===== config.mk =====
export PLATFORM = sky130hd
export DESIGN_NAME = vga_fb_arbiter
export DESIGN_NICKNAME = d
export VERILOG_FILES = /design/src/rtl/vga_fb_arbiter.sv
export SDC_FILE = /design/constraint.sdc
export NUM_CORES = 1
export LEC_CHECK = 0
export CAP_MARGIN = 20
export CORE_ASPECT_RATIO = 1.25
export CORE_MARGIN = 2
export CORE_UTILIZATION = 45
export CTS_BUF_LIST = sky130_fd_sc_hd__clkbuf_8
export DETAILED_ROUTE_END_ITERATION = 10
export PLACE_DENSITY = 0.81
export SLEW_MARGIN = 20
export SYNTH_ARGS = -nofsm -noshare
export SYNTH_HDL_FRONTEND = slang
export SYNTH_SLANG_ARGS = --single-unit

===== constraint.sdc =====
create_clock -name clk -period 4.14 [get_ports clk]
set_clock_uncertainty 0.15 [all_clocks]
set_input_delay 1.035 -clock clk [delete_from_list [all_inputs] [get_ports clk]]
set_output_delay 1.035 -clock clk [all_outputs]
set_load 0.005 [all_outputs]

===== src/rtl/vga_fb_arbiter.sv =====
// Shares one single-port framebuffer RAM between VGA scan-out, a CPU port and a
// screen-clear engine. The display owns every 2^SHIFT-th visible pixel; CPU beats clear otherwise.
module vga_fb_arbiter #(
  parameter int FB_W  = 160,
  parameter int FB_H  = 120,
  parameter int SHIFT = 2,
  parameter int AW    = 15,
  parameter int DW    = 8
) (
  input  logic          clk,
  input  logic          rst_n,
  input  logic          active,
  input  logic [9:0]    x,
  input  logic [9:0]    y,
  output logic [DW-1:0] pix_data,
  output logic          pix_valid,
  input  logic          cpu_valid,
  input  logic          cpu_we,
  input  logic [AW-1:0] cpu_addr,
  input  logic [DW-1:0] cpu_wdata,
  output logic          cpu_ready,
  output logic          cpu_rvalid,
  output logic [DW-1:0] cpu_rdata,
  input  logic          clr_start,
  input  logic [DW-1:0] clr_color,
  output logic          clr_busy,
  output logic          clr_done,
  output logic          mem_en,
  output logic          mem_we,
  output logic [AW-1:0] mem_addr,
  output logic [DW-1:0] mem_wdata,
  input  logic [DW-1:0] mem_rdata
);

  localparam logic [AW-1:0] FB_W_A  = AW'(FB_W);
  localparam logic [AW-1:0] FB_LAST = AW'(FB_W * FB_H - 1);

  typedef enum logic {S_IDLE, S_CLEAR} state_t;

  state_t        r_state;
  logic [AW-1:0] r_cnt;
  logic [DW-1:0] r_color;
  logic          r_busy;
  logic          r_done;
  logic          r_disp_rd;
  logic          r_act_d1;
  logic [DW-1:0] r_pix_data;
  logic          r_pix_valid;
  logic          r_rd_pend;
  logic          r_rd_oor;
  logic [DW-1:0] r_rdata;

  logic          w_slot;
  logic          w_cpu_acc;
  logic          w_cpu_inrange;
  logic          w_clr_grant;
  logic [AW-1:0] w_row;
  logic [AW-1:0] w_col;
  logic [AW-1:0] w_disp_addr;
  logic [DW-1:0] w_rd_val;

  assign w_slot        = active && (x[SHIFT-1:0] == '0);
  assign w_row         = AW'(y >> SHIFT);
  assign w_col         = AW'(x >> SHIFT);
  assign w_disp_addr   = w_row * FB_W_A + w_col;
  assign w_cpu_inrange = (cpu_addr <= FB_LAST);

  // Ready is gated by rst_n so nothing is accepted while the block is held in reset.
  assign cpu_ready   = rst_n && !w_slot;
  assign w_cpu_acc   = cpu_valid && cpu_ready;
  assign w_clr_grant = rst_n && (r_state == S_CLEAR) && !w_slot && !w_cpu_acc;

  // NOTE: every output of a combinational block gets a default first so no latch is inferred.
  always_comb begin
    mem_en    = 1'b0;
    mem_we    = 1'b0;
    mem_addr  = r_cnt;
    mem_wdata = r_color;
    if (rst_n) begin
      if (w_slot) begin
        mem_en   = 1'b1;
        mem_addr = w_disp_addr;
      end else if (w_cpu_acc) begin
        mem_en    = w_cpu_inrange;
        mem_we    = w_cpu_inrange && cpu_we;
        mem_addr  = cpu_addr;
        mem_wdata = cpu_wdata;
      end else if (w_clr_grant) begin
        mem_en = 1'b1;
        mem_we = 1'b1;
      end
    end
  end

  // Out-of-range reads never touch the RAM, so their result is forced to zero.
  assign w_rd_val   = r_rd_oor ? '0 : mem_rdata;
  assign cpu_rvalid = r_rd_pend;
  assign cpu_rdata  = r_rd_pend ? w_rd_val : r_rdata;
  assign pix_data   = r_pix_data;
  assign pix_valid  = r_pix_valid;
  assign clr_busy   = r_busy;
  assign clr_done   = r_done;

  // NOTE: sequential state uses non-blocking assignments so every register samples pre-edge values.
  always_ff @(posedge clk or negedge rst_n) begin
    if (!rst_n) begin
      r_disp_rd   <= 1'b0;
      r_act_d1    <= 1'b0;
      r_pix_data  <= '0;
      r_pix_valid <= 1'b0;
      r_rd_pend   <= 1'b0;
      r_rd_oor    <= 1'b0;
      r_rdata     <= '0;
    end else begin
      r_disp_rd   <= w_slot;
      r_act_d1    <= active;
      r_pix_valid <= r_act_d1;
      if (!r_act_d1)
        r_pix_data <= '0;
      else if (r_disp_rd)
        r_pix_data <= mem_rdata;
      r_rd_pend <= w_cpu_acc && !cpu_we;
      r_rd_oor  <= !w_cpu_inrange;
      if (r_rd_pend)
        r_rdata <= w_rd_val;
    end
  end

  always_ff @(posedge clk or negedge rst_n) begin
    if (!rst_n) begin
      r_state <= S_IDLE;
      r_cnt   <= '0;
      r_color <= '0;
      r_busy  <= 1'b0;
      r_done  <= 1'b0;
    end else begin
      r_done <= 1'b0;
      case (r_state)
        S_IDLE: begin
          if (clr_start) begin
            r_state <= S_CLEAR;
            r_cnt   <= '0;
            r_color <= clr_color;
            r_busy  <= 1'b1;
          end
        end
        S_CLEAR: begin
          if (w_clr_grant) begin
            if (r_cnt == FB_LAST) begin
              r_state <= S_IDLE;
              r_cnt   <= '0;
              r_busy  <= 1'b0;
              r_done  <= 1'b1;
            end else begin
              r_cnt <= r_cnt + 1'b1;
            end
          end
        end
        default: r_state <= S_IDLE;
      endcase
    end
  end

endmodule


==> flow_summary.ini, run 1 <==
[logic_synthesis]
synthesis.area_mm2 = 0.00306
ys_warn_count = 0
synth-edff-count = 0
ys.flop_type = dfrtp_1
synth_nets = 425
synth-seq-cells = 47
synth-seq-area-share_pct = 38.4
synth-async-reset-ratio_pct = 100
synth_cell_types = 53
synth.avg_cell_area_um2 = 8.96
synthCells = 342

[timing]
hold_viol_final = 0
period_needed_ns = 4.31
worst_pin_slew_ns = 0.423
grt_setup_unrepaired = yes
setup_slack_ns = -0.174
slew_viol_final = 0
max-slew-margin-rel_pct = 71.5
final-setup-viol-count = 4
hold_ws_ns = 0.325
post-route-period-util_pct = 104
fmax_mhz = 232

[placed_design]
gp_congestion = 0.855
dp.cells = 558
dp_hpwl_mm = 6.54
port_buffers = 108

[setup_path]
startpoint = y[5]
path_class = in2out
path_max_fanout = 2
slowest_stage = fa_2
slowest_delay_ns = 0.40
start_kind = input pin
crit_chain = buf_8, ha_4, ha_4, inv_2, fa_2, nor2b_4, o221ai_1, mux2i_1, nor3_1, xnor2_1, o21ai_1, buf_2
ff2ff_setup_slack_ns = 2.21
worstPathArrival_ns = 3.13
rr_startpoint = r_state
path_common_cell = ha_4
r2r_cells = 5
worstPathRequired_ns = 2.95
cp-end-kind = output port
timing.rr.end = r_cnt[14]

[status]
violations = setup timing
status = finished with violations

[cells_and_area]
synthToLayoutAreaGrowth_pct = 59.7
antennaDiodeCount = 0
layout.cells.non_filler = 580
drive_above_1_share_pct = 26.4
nNetsFinal = 575

[global_route]
grt_max_degree = 30
antenna_found_initial = 0
grt_pass1_wl_mm = 15.1
grt.total_usage_pct = 25.6
grt_pass1_vias = 3278
grt_overflow_total = 0

[worst_hold_path]
min_path_type = reg2reg
worstHoldStart = r_color[2]
hold_path_end = r_color[2]
min_path_cells = 2

[floorplan]
ios = 111
die_y_um = 96.3
initial_utilization_pct = 46.7
design.core.area_mm2 = 0.00657
die_area_mm2 = 0.00749
core.rowCount = 33
fp.dieW_um = 77.8

[cts]
cts.sinks = 47
cts_tree = built
insertion_delay_ns = 0.29
cts-root-buf = clkbuf_8
cts-buffers-inserted = 5
h-tree-depth = 2
clk_pin_slew_ns = 0.09
cts_buffer_depth = 2

[detailed_routing]
via_per_inst = 5.33
firstDrtPassIters = 4
drc = 0
postRouteAntennaNets = 0
drt-initial-drc-count = 169
wl_mm = 9.36
wire_per_inst_um = 16.1
route.vias.total = 3094

[power]
peakVddDrop_v = 0.000182
power_leakage_nw = 2.14
p_per_area_mw_per_mm2 = 290

[run]
maxCapViolCount = 0
-- power breakdown --
part	internal (mW)	switching (mW)
clock	0.152	0.149
sequential	0.510	0.0529
combinational	0.315	0.240
total	0.977	0.442
-- layer usage --
| metal | GRT usage, % | routed length, µm | vias to the layer above |
|---|---|---|---|
| li1 | - | - | 1465 |
| met5 | 0 | 0 | - |
| met1 | 28.9 | 3630 | 1468 |
| met3 | 4.78 | 614 | 21 |
| met2 | 47.0 | 4880 | 140 |
| met4 | 11.2 | 234 | 0 |
-- flip-flops by register name (all words and copies together) (netlist names) --
signal,count
pix_valid,1
r_rdata,8
clr_busy,1
r_rd_oor,1
r_color,8
pix_data,8
r_cnt,15
r_act_d1,1
clr_done,1
r_disp_rd,1
r_state,1
cpu_rvalid,1
-- final cells by class --
| class | instances | area, µm² |
|---|---|---|
| Timing Repair Buffer | 155 | 1380 |
| Multi-Input combinational cell | 264 | 2050 |
| Tap cell | 87 | 109 |
| Inverter | 19 | 71.3 |
| Clock buffer | 7 | 96.3 |
| Sequential cell | 47 | 1180 |
| Clock inverter | 1 | 7.51 |
| Fill cell | 450 | 1670 |
-- Yosys cell counts (all sizes together), types with 2 or more instances --
library cell	count	area share, %
o21ai	17	2.8
mux2	8	2.9
o31ai	2	0.49
mux2i	10	3.3
xor2	5	1.4
a31oi	2	0.41
a21oi	15	2.4
clkbuf	8	1.0
a21o	2	0.49
nand2	47	5.8
nand2b	3	0.86
dfrtp	47	38
a22oi	4	0.98
nor3	6	0.98
o22ai	11	2.2
fa	2	1.3
and2	3	0.69
nor4	3	1.3
nand3	7	1.7
nor2	43	5.3
nor3b	2	0.49
xnor2	17	4.9
nor2b	17	3.6
and3	4	1.1
inv	18	2.2
ha	16	6.5
buf	4	0.86
nand3b	4	0.98
-- cell families after synthesis --
logic type                 synth area share (%)
DFF                                        38.4
adders and majority gates                  7.84
and+or+nand+nor                            24.6
buffers and inverters                      4.21
xor gates and xnor gates                   6.29
muxes                                      6.21
AOI/OAI and AO/OA                          12.5
-- worst max-delay path by stage --
stage | slack [ns] | endpoint
floorplan | 0.09 | mem_addr[14]
global placement | -0.96 | mem_addr[14]
detailed placement | -1.0 | mem_addr[13]
CTS | -0.10 | mem_addr[14]
global route | -0.24 | mem_addr[14]
finish | -0.17 | mem_addr[14]
-- worst max-delay path, delay by kind of cell --
kind	cells	cell delay [ns]
multiplexers	1	0.17
adder cells (fa/ha/maj)	3	0.79
AND/OR/NAND/NOR	2	0.43
buffers and inverters	3	0.29
XOR/XNOR	1	0.11
AO/OA/AOI/OAI	2	0.31
-- cells in the final DEF (no fill, tap or decap), drive strengths merged, types with 4 or more instances in the layout --
master / synthesis / final
dfrtp: 47 / 47
xor2: 5 / 5
ha: 16 / 16
a21oi: 15 / 15
nor3: 6 / 6
inv: 18 / 18
mux2: 8 / 8
nand3b: 4 / 4
dlygate4sd2: 0 / 14
mux2i: 10 / 10
nor2b: 17 / 17
clkdlybuf4s50: 0 / 75
buf: 4 / 59
o21ai: 17 / 17
nand3: 7 / 7
nand2: 47 / 47
a22oi: 4 / 4
o22ai: 11 / 11
xnor2: 17 / 17
nor2: 43 / 43
clkbuf: 8 / 11
and3: 4 / 4
-- stage by stage --
stage	instance area (µm²)	worst slack (ns)	power, mW	setup TNS, ns	utilization (%)
after floorplan	3060	0.0887	0.773	0	-
after global placement	4450	-0.964	1.03	-8.19	67.8
after detailed placement	4450	-0.997	1.05	-8.43	67.8
after CTS	4800	-0.100	1.39	-0.283	73.1
after global routing	4890	-0.244	1.50	-0.678	74.6
final	4890	-0.174	1.42	-0.365	74.6
-- timing repair --
| action | in CTS | in global routing |
|---|---|---|
| hold buffers | 0 | 0 |
| pin swaps | 25 | 14 |
| resized for setup | 108 | 25 |
| cloned | 0 | 0 |
| setup endpoints to repair | 23 | 12 |
| setup buffers | 9 | 5 |
| hold endpoints to repair | 0 | 0 |
Power figures use the tool's default switching activity.
==> inputs of run 2 (changes only) <==
- CORE_MARGIN: 2 -> not set
==> run 2 against run 1 <==
The flow still finishes with violations (setup timing). Combinational power down 2%. Core utilization down 0.71 points. Sequential power about the same. Design area down 0.95%. Via count down 2.0%. Critical endpoint unchanged.
==> flow_summary.ini, run 2 (synthesis gave the netlist of run 1 again) <==
[placed_design]
port_buffers = 108
dp_hpwl_mm = 6.23
dpl_worst_slack_ns = -1.05
gp_congestion = 0.835

[cts]
cts.sinks = 47
cts-buffers-inserted = 5
cts-root-buf = clkbuf_8
clk_pin_slew_ns = 0.09
cts_tree = built
insertion_delay_ns = 0.30
h-tree-depth = 2
cts_buffer_depth = 2

[status]
violations = setup timing
status = finished with violations

[cells_and_area]
registers.top_by_ff_count = r_cnt
nNetsFinal = 579
drive_above_1_share_pct = 23.9
final_cell_mix = clkdlybuf4s50_1, buf_4, dfrtp_1, nand2_1, nor2_1
synthToLayoutAreaGrowth_pct = 58.2
largest_reg_flops = 15
final_common_cell = clkdlybuf4s50_1
antennaDiodeCount = 0

[timing]
hold_ws_ns = 0.329
slew_viol_final = 0
final-setup-viol-count = 5
max-slew-margin-rel_pct = 68.1
post-route-period-util_pct = 106
fmax_mhz = 228
period_needed_ns = 4.39
hold_viol_final = 0
worst_pin_slew_ns = 0.474
setup_slack_ns = -0.252
grt_setup_unrepaired = yes

[setup_path]
worstPathRequired_ns = 2.95
rr_startpoint = r_cnt[3]
path_class = in2out
slowest_delay_ns = 0.42
start_kind = input pin
endpoint = mem_addr[14]
crit_chain = buf_2, ha_4, inv_1, fa_2, xor2_2, nor4_4, buf_4, nand4_1, xnor2_1, o21ai_1, buf_2
cp-end-kind = output port
slowest_stage = fa_2
crit_cells = 11
path_common_cell = buf_2
timing.rr.end = r_cnt[13]
startpoint = y[4]
crit_buf_inv = 4
worstPathArrival_ns = 3.21
critPathTopFamily = adder cells
r2r_cells = 6
path_max_fanout = 2
ff2ff_setup_slack_ns = 2.24

[detailed_routing]
wire_per_inst_um = 15.2
postRouteAntennaNets = 0
wl_mm = 8.87
firstDrtPassIters = 4
via_per_inst = 5.19
route.vias.total = 3032
drc = 0
drt-initial-drc-count = 124

[power]
p_per_area_mw_per_mm2 = 285
power_leakage_nw = 2.16
peakVddDrop_v = 0.000215

[global_route]
grt_max_degree = 34
grt_overflow_total = 0
grt_pass1_wl_mm = 14.3
antenna_found_initial = 0
grt_pass1_vias = 3125
grt.total_usage_pct = 26.7

[worst_hold_path]
worstHoldStart = r_color[2]
min_path_type = reg2reg

[floorplan]
design.core.area_mm2 = 0.00657
fp.dieW_um = 75.8
die_y_um = 94.3
initial_utilization_pct = 46.7
core.rowCount = 33
ios = 111
die_area_mm2 = 0.00715

[run]
maxCapViolCount = 0
-- run 2: changes by cell type in the layout (fill, tap and decap cells not counted), sizes merged --
cell / change
dlymetal6s2s: +3
dlygate4sd2: -6
clkdlybuf4s15: +4
clkinvlp: -1
inv: +1
clkinv: +2
buf: +4
clkbuf: -3
-- run 2: worst min-delay path, cell delays in order, from the launching register on --
cell     delay, ns
dfrtp_1       0.35
nand2_1       0.05
nand2_1       0.05
-- run 2: routing by layer --
metal  GRT usage (%)  part of all wire, %  wire length [µm]
met4            10.6                  2.7               240
met3            6.01                  6.7               595
met5               0                    0                 0
met1            29.7                   40              3520
met2            47.5                   51              4510
-- run 2: final cells by class --
| cell class | instances | area [µm²] |
|---|---|---|
| multi-input cells | 264 | 1970 |
| fillers | 443 | 1720 |
| repair buffers | 159 | 1440 |
| flip-flops and latches | 47 | 1180 |
| well taps | 87 | 109 |
| inverters | 19 | 71.3 |
| clock buffers | 5 | 68.8 |
| clock inverters | 3 | 18.8 |
-- run 2: per-stage QoR --
stage	instance area (µm²)	std cells	setup TNS (ns)	power (mW)	utilization (%)
global placement	4460	559	-8.13	1.03	67.9
finish	4850	584	-0.828	1.38	73.9
floorplan	3060	342	0	0.773	-
CTS	4800	580	-0.537	1.37	73.1
detailed placement	4460	559	-8.55	1.04	67.9
global route	4850	584	-1.32	1.47	73.9
-- run 2: worst min-delay path by stage --
stage,slack (ns),cells after the start,endpoint
detailed placement,0.31,2,r_color[6]
floorplan,0.28,0,pix_valid
finish,0.33,2,r_color[2]
global placement,0.31,2,r_color[4]
CTS,0.34,2,r_color[6]
global route,0.36,2,r_color[5]
-- run 2: timing repair --
action	in CTS	in global routing
hold buffers	0	0
cloned	0	0
gates resized for setup	100	20
endpoints found under the setup margin	23	20
setup buffers	13	4
pin swaps	26	10
-- run 2: report_power, final --
group | leakage, nW | switching [mW] | internal (mW)
logic | 1.50 | 0.225 | 0.316
clock network | 0.0483 | 0.159 | 0.119
registers | 0.609 | 0.0520 | 0.510
==> inputs of run 3 (changes only) <==
--- a/constraint.sdc
+++ b/constraint.sdc
@@ -3,3 +3,3 @@
 set_input_delay 1.035 -clock clk [delete_from_list [all_inputs] [get_ports clk]]
 set_output_delay 1.035 -clock clk [all_outputs]
-set_load 0.005 [all_outputs]
+set_load 0.05 [all_outputs]
==> run 3 against run 2 <==
The run still ends with setup timing left. Design area is 6.0% higher. Combinational power increased by 62%. Final cell count fell by 2.7%. Critical path depth is the same. Critical path type unchanged.
==> flow_summary.ini, run 3 (synthesis gave the netlist of run 1 again) <==
[timing]
max-slew-margin-rel_pct = 65.8
final-setup-viol-count = 5
period_needed_ns = 4.39
setup_slack_ns = -0.254
slew_viol_final = 0
hold_viol_final = 0
post-route-period-util_pct = 106
worst_pin_slew_ns = 0.512
fmax_mhz = 228
grt_setup_unrepaired = yes

[setup_path]
worstPathArrival_ns = 3.21
ff2ff_setup_slack_ns = 2.21
path_common_cell = ha_4
slowest_stage = nor4_4
path_max_fanout = 4
crit_buf_inv = 3
cp-end-kind = output port
path_class = in2out
crit_chain = buf_8, buf_4, ha_4, ha_4, nor2_1, o21ba_2, nor4_4, nand4_1, xnor2_2, o21ai_4, buf_12
start_kind = input pin
slowest_delay_ns = 0.34
worstPathRequired_ns = 2.95
critPathTopFamily = simple AND/OR/NAND/NOR gates

[cts]
cts.sinks = 47
insertion_delay_ns = 0.30
clk_pin_slew_ns = 0.08
h-tree-depth = 2
ctsHoldBuffers = 0
cts_buffer_depth = 2
cts-root-buf = clkbuf_8
cts_tree = built
cts-buffers-inserted = 5

[placed_design]
port_buffers = 108
dpl_worst_slack_ns = -0.681
dp.cells = 554
gp_congestion = 0.790
dp_hpwl_mm = 6.68

[floorplan]
die_area_mm2 = 0.00715
design.core.area_mm2 = 0.00657
fp.dieW_um = 75.8
core.rowCount = 33
initial_utilization_pct = 46.7
ios = 111
die_y_um = 94.3

[power]
switching_power_uw = 655
finalPower_mw = 1.69
p_int_mw = 1.04
peakVddDrop_v = 0.000158
power_leakage_nw = 2.18
combPwrFrac_pct = 51.8
p_per_area_mw_per_mm2 = 330
p_sw_share_pct = 38.7
power_frac_seq_pct = 33.1
pwr-share-clk_pct = 15.1

[detailed_routing]
drc = 0
via_per_inst = 5.37
firstDrtPassIters = 4
wire_per_inst_um = 16.0
wl_mm = 9.08
drt-initial-drc-count = 82
postRouteAntennaNets = 0
route.vias.total = 3052

[cells_and_area]
nNetsFinal = 563
registers.top_by_ff_count = r_cnt
antennaDiodeCount = 0
layout.cells.non_filler = 568
final_cell_mix = clkdlybuf4s50_1, dfrtp_1, nand2_1, nor2_1, buf_4
drive_above_1_share_pct = 29.7
synthToLayoutAreaGrowth_pct = 67.7
largest_reg_flops = 15
final_common_cell = clkdlybuf4s50_1

[status]
violations = setup timing
status = finished with violations

[worst_hold_path]
min_path_type = reg2reg

[global_route]
grt.total_usage_pct = 26.1
grt_pass1_vias = 3041
antenna_found_initial = 0
grt_overflow_total = 0
grt_pass1_wl_mm = 14.0
grt_max_degree = 34

[run]
maxCapViolCount = 0
[run 3: final timing paths]
path / startpoint / end / cells past startpoint
max: y[5] / mem_addr[14] / 11
min: r_color[1] / r_color[1] / 2
max reg2reg: r_cnt[3] / r_cnt[14] / 6
min reg2reg: r_color[1] / r_color[1] / 2
max in group asynchronous: rst_n / r_cnt[2] / 2
min in group asynchronous: rst_n / r_rdata[5] / 2
[run 3: final cells by class]
type                       count  area [µm²]
timing repair buffer         143        1590
fill                         424        1430
clock inverter                 3        12.5
multi-input combinational    264        2110
tap                           87         109
inverter                      19        71.3
clock buffer                   5        68.8
sequential                    47        1180
[run 3: per-stage QoR]
stage	cell area [µm²]	util, %	hold WS (ns)	setup TNS [ns]
6_report	5140	78.3	0.328	-1.05
3_5_place_dp	4760	72.5	0.313	-3.67
2_1_floorplan	3160	-	0.284	-0.0449
3_3_place_gp	4760	72.5	0.307	-3.20
4_1_cts	5040	76.8	0.333	-1.08
5_1_grt	5140	78.3	0.344	-1.50
[run 3: power groups by stage]
stage | Sequential [mW] | Clock (mW) | Combinational, mW
2_1_floorplan | 0.571 | 0 | 0.409
3_3_place_gp | 0.566 | 0 | 0.763
3_5_place_dp | 0.569 | 0 | 0.781
4_1_cts | 0.560 | 0.263 | 0.837
5_1_grt | 0.568 | 0.280 | 0.926
6_report | 0.561 | 0.256 | 0.877
[run 3: what timing repair did]
item / 4_1_cts / 5_1_grt
setup buffers: 5 / 1
gates resized for setup: 53 / 20
setup endpoints to repair: 9 / 13
pin swaps: 21 / 17
[run 3: worst register-to-register path, cell delays in order, from the launching register on]
cell      delay [ns]
dfrtp_1         0.42
and3_4          0.24
nand3_4         0.14
nor4_4          0.36
and2_4          0.22
nand2b_4        0.21
nor2_1          0.08
[run 3: per-layer routing]
metal / track usage [%] / wire length [µm] / up-vias
met5: 0 / 0 / -
met4: 9.57 / 272 / 0
met3: 5.58 / 548 / 20
met2: 47.3 / 4850 / 104
met1: 28.9 / 3410 / 1488
li1: - / - / 1440
==> RTL edit 1 (settings of run 3) <==
Reset style: synchronous (`rst_n`), changed in 2 clocked blocks.
--- a/src/rtl/vga_fb_arbiter.sv
+++ b/src/rtl/vga_fb_arbiter.sv
@@ -103,5 +103,5 @@
 
   // NOTE: sequential state uses non-blocking assignments so every register samples pre-edge values.
-  always_ff @(posedge clk or negedge rst_n) begin
+  always_ff @(posedge clk) begin
     if (!rst_n) begin
       r_disp_rd   <= 1'b0;
@@ -127,5 +127,5 @@
   end
 
-  always_ff @(posedge clk or negedge rst_n) begin
+  always_ff @(posedge clk) begin
     if (!rst_n) begin
       r_state <= S_IDLE;
Behaviour: differs if rst_n is asserted again (counterexample within 4 cycles, from zero or initial values and one cycle with rst_n low); with rst_n held inactive, the same outputs for 10 cycles.
==> RTL edit 1 against run 3 <==
Critical endpoint is now mem_addr[12]; count of clock-buffer cells in the layout did not move; cell count down 0.88%; sequential cell count unchanged; final area shrank 7.6%; area after synthesis is 8.1% lower; global-route usage up 0.54 points; sequential share of layout area down 3.1 points; setup slack improved by 88 ps; total power fell by 23%; the flow still finishes with violations (setup timing); largest power group unchanged; sequential power down 16%; combinational power fell by 39%; critical path type unchanged; wire length shrank 7.0%.
==> RTL edit 1: results (changes against run 3) <==
metric,value,unit,change
critical path's slowest cell,fa_2,,
Iteration-0 DRC Markers,113,,+38%
fin cells,563,,-0.88%
Yosys cell types,47,,-11%
endpoints failing setup,5,,unchanged
post-route setup slack,-166,ps,+88.2 ps
end of the worst hold path,r_color[2]$_SDFFE_PN0P_,,
GRT Resource Usage Total,26.6,%,+0.54 points
Critical Path End,mem_addr[12],,
vias,2970,,-2.7%
Slew headroom,61.3,%,-4.5 points
dpl cells,551,,-0.54%
Commonest cells post-synth,"nor2_1, dfxtp_1, nand2_1, a21oi_1",,
Worst Setup SP,y[4],,
Pleak,1.86,nW,-15%
crit-path leading delay family,adder cells,,
largest net degree at the start of global routing,18,,-47%
Hold WS,306,ps,-21.3 ps
Placer Congestion,0.903,,+14%
combinational power share,41.1,%,-11 points
failing checks,setup timing,,
Setup WS pre-CTS,-719,ps,-38.1 ps
post-CTS setup buffer count,4,,-1
vias in the first global route,3060,,+0.62%
Mapped Cells,347,,+1.5%
outcome,"finished, violations left",,
Post-CTS Resized,56,,+5.7%
CP Max Fanout,2,,-2
dominant synthesized flop cell,dfxtp_1,,
RTL edit 1: cells by family (layout without fill, tap and decap cells):
| group | Yosys count | in the layout | synth area share, % |
|---|---|---|---|
| compound gates | 69 | 69 | 14.5 |
| xor+xnor | 23 | 23 | 7.16 |
| buf+inv | 34 | 168 | 4.89 |
| fa+ha+maj | 18 | 18 | 8.53 |
| simple gates | 138 | 138 | 24.8 |
| mux | 18 | 18 | 6.76 |
| flops | 47 | 47 | 33.4 |
RTL edit 1: metal layers:
metal / vias to the layer above / routed length (um) / GRT usage [%]
met1: 1384 / 3290 / 30.5
met3: 18 / 605 / 7.03
li1: 1460 / - / -
met4: 0 / 189 / 8.82
met2: 108 / 4360 / 46.9
met5: - / 0 / 0
RTL edit 1: final cells by class:
type                       count  area share (%)
multi-input combinational    266            43.3
timing repair buffer         141            31.2
sequential                    47            19.8
tap                           82            2.16
inverter                      19            1.50
clock buffer                   5            1.45
clock inverter                 3           0.580
==> RTL edit 2 (config.mk and constraints of run 3) <==
Made on the original files. The parameter `DW` goes from 8 to 7.
--- a/src/rtl/vga_fb_arbiter.sv
+++ b/src/rtl/vga_fb_arbiter.sv
@@ -6,5 +6,5 @@
   parameter int SHIFT = 2,
   parameter int AW    = 15,
-  parameter int DW    = 8
+  parameter int DW    = 7
 ) (
   input  logic          clk,
Interface: changed (6 resized); port bits go from 111 to 105. The function was not compared with the original's and may differ.
==> RTL edit 2 against run 3 <==
Cell count shrank 7.0%; worst hold slack gained 12 ps; sequential cell count shrank 3; final area shrank 2.9%; sequential power shrank 4.1%; setup slack lost 62 ps; total power shrank 0.29%; area after synthesis shrank 4.5%; combinational power is essentially flat; largest cell class unchanged; wire length grew 12%; critical path type unchanged; the flow still finishes with violations (setup timing).
==> RTL edit 2: results (changes against run 3) <==
metric,value,unit,change
end of the worst hold path,pix_valid$_DFF_PN0_,,
GRT met2 Usage,56.7,%,+9.4 points
Placer Congestion,0.874,,+11%
vias in the first global route,3119,,+2.6%
post-DP HPWL,6490,um,-2.9%
"Net Count, Synth",388,,-8.7%
outcome,"finished, violations left",,
met3 Usage GRT,5.38,%,-0.19 points
Worst Setup SP,y[5],,
detailed-route wire length,10200,um,+12%
slack of the worst reg-to-reg path,2110,ps,-100 ps
wire length of the first global-routing pass,15500,um,+11%
CP arrival,3270,ps,+60 ps
dpl cells,513,,-7.4%
Commonest cells post-synth,"dfrtp_1, nor2_1, nand2_1",,
Pleak,2.06,nW,-5.4%
wire per inst,19.3,um,+21%
Iteration-0 DRC Markers,95,,+16%
endpoints failing setup,6,,+1
GR Layer Usage met1,31.4,%,+2.4 points
Critical R2R Capture,r_cnt[14]$_DFFE_PN0P_,,
Hold WS,339,ps,+11.9 ps
met2 WL,5440,um,+12%
Fin Setup TNS,-1210,ps,-164 ps
failing checks,setup timing,,
share of cells above drive strength 1,36.1,%,+6.4 points
CP Max Fanout,3,,-1
startpoint types,primary input,,
post-route setup slack,-317,ps,-62.3 ps
worst min path class,reg2reg,,
Slew @ Worst Pin,522,ps,+9.57 ps
DP Area,0.00455,mm^2,-4.5%
Area contributors post-synth,"dfrtp_1, ha_1, mux2_2, nor2_1, nor2b_1",,
CTS Buffer Depth,2,,unchanged
met1 WL,3680,um,+7.7%
RR Startpoint,r_cnt[0]$_DFFE_PN0P_,,
GRT Resource Usage Total,30.9,%,+4.8 points
Mapped Avg Cell Area,9.50,um^2,+6.1%
1st-pass router iterations,4,,unchanged
hold_sp,r_act_d1$_DFF_PN0_,,
largest net degree at the start of global routing,39,,+15%
Port Buffers,102,,-5.6%
crit-path leading delay family,adder cells,,
critical path's slowest cell,fa_2,,
Met3 Wirelength,510,um,-6.9%
YS warnings,0,,unchanged
Yosys cell types,56,,+5.7%
WHS Path Cells,0,,-2
Setup WS pre-CTS,-593,ps,+87.9 ps
"Seq/Total Area, Yosys",37.6,%,-0.76 points
worst ir drop on vdd,0.000221,V,+40%
Synth Area in Adders,8.21,%,+0.37 points
vias per cell,5.66,,+5.4%
Synth Area in Compound Gates,13.6,%,+1.1 points
Final #Nets,522,,-7.3%
post-synthesis mux area share,8.12,%,+1.9 points
critical path's largest stage delay,410,ps,+70 ps
xor/xnor cell area share of the yosys netlist,6.58,%,+0.30 points
==> RTL edit 2: cell types whose count changed after synthesis, sizes merged, moves of 3 or more <==
cell   change
nand2     -27
mux2       +6
xnor2      -6
xor2       +6
a22o       +3
and3       -3
dfrtp      -3
nand4      +3
==> RTL edit 2: cell type report <==
class / instances / area, um^2 / area share (%)
multi-input combinational: 235 / 2080 / 41.7
timing repair buffer: 140 / 1550 / 31.0
sequential: 44 / 1100 / 22.1
tap: 85 / 106 / 2.13
clock buffer: 6 / 82.6 / 1.66
inverter: 16 / 60.1 / 1.20
clock inverter: 2 / 11.3 / 0.226
==> RTL edit 2: what timing repair did <==
item | in CTS | in global routing
endpoints found under the setup margin | 8 | 14
resized for setup | 75 | 10
buffers inserted | 7 | 1
pin swaps | 34 | 14
==> RTL edit 2: power breakdown <==
group | internal, mW | leakage [nW] | switching, mW
clock | 0.133 | 0.0486 | 0.141
combinational | 0.414 | 1.44 | 0.463
sequential | 0.480 | 0.566 | 0.0576
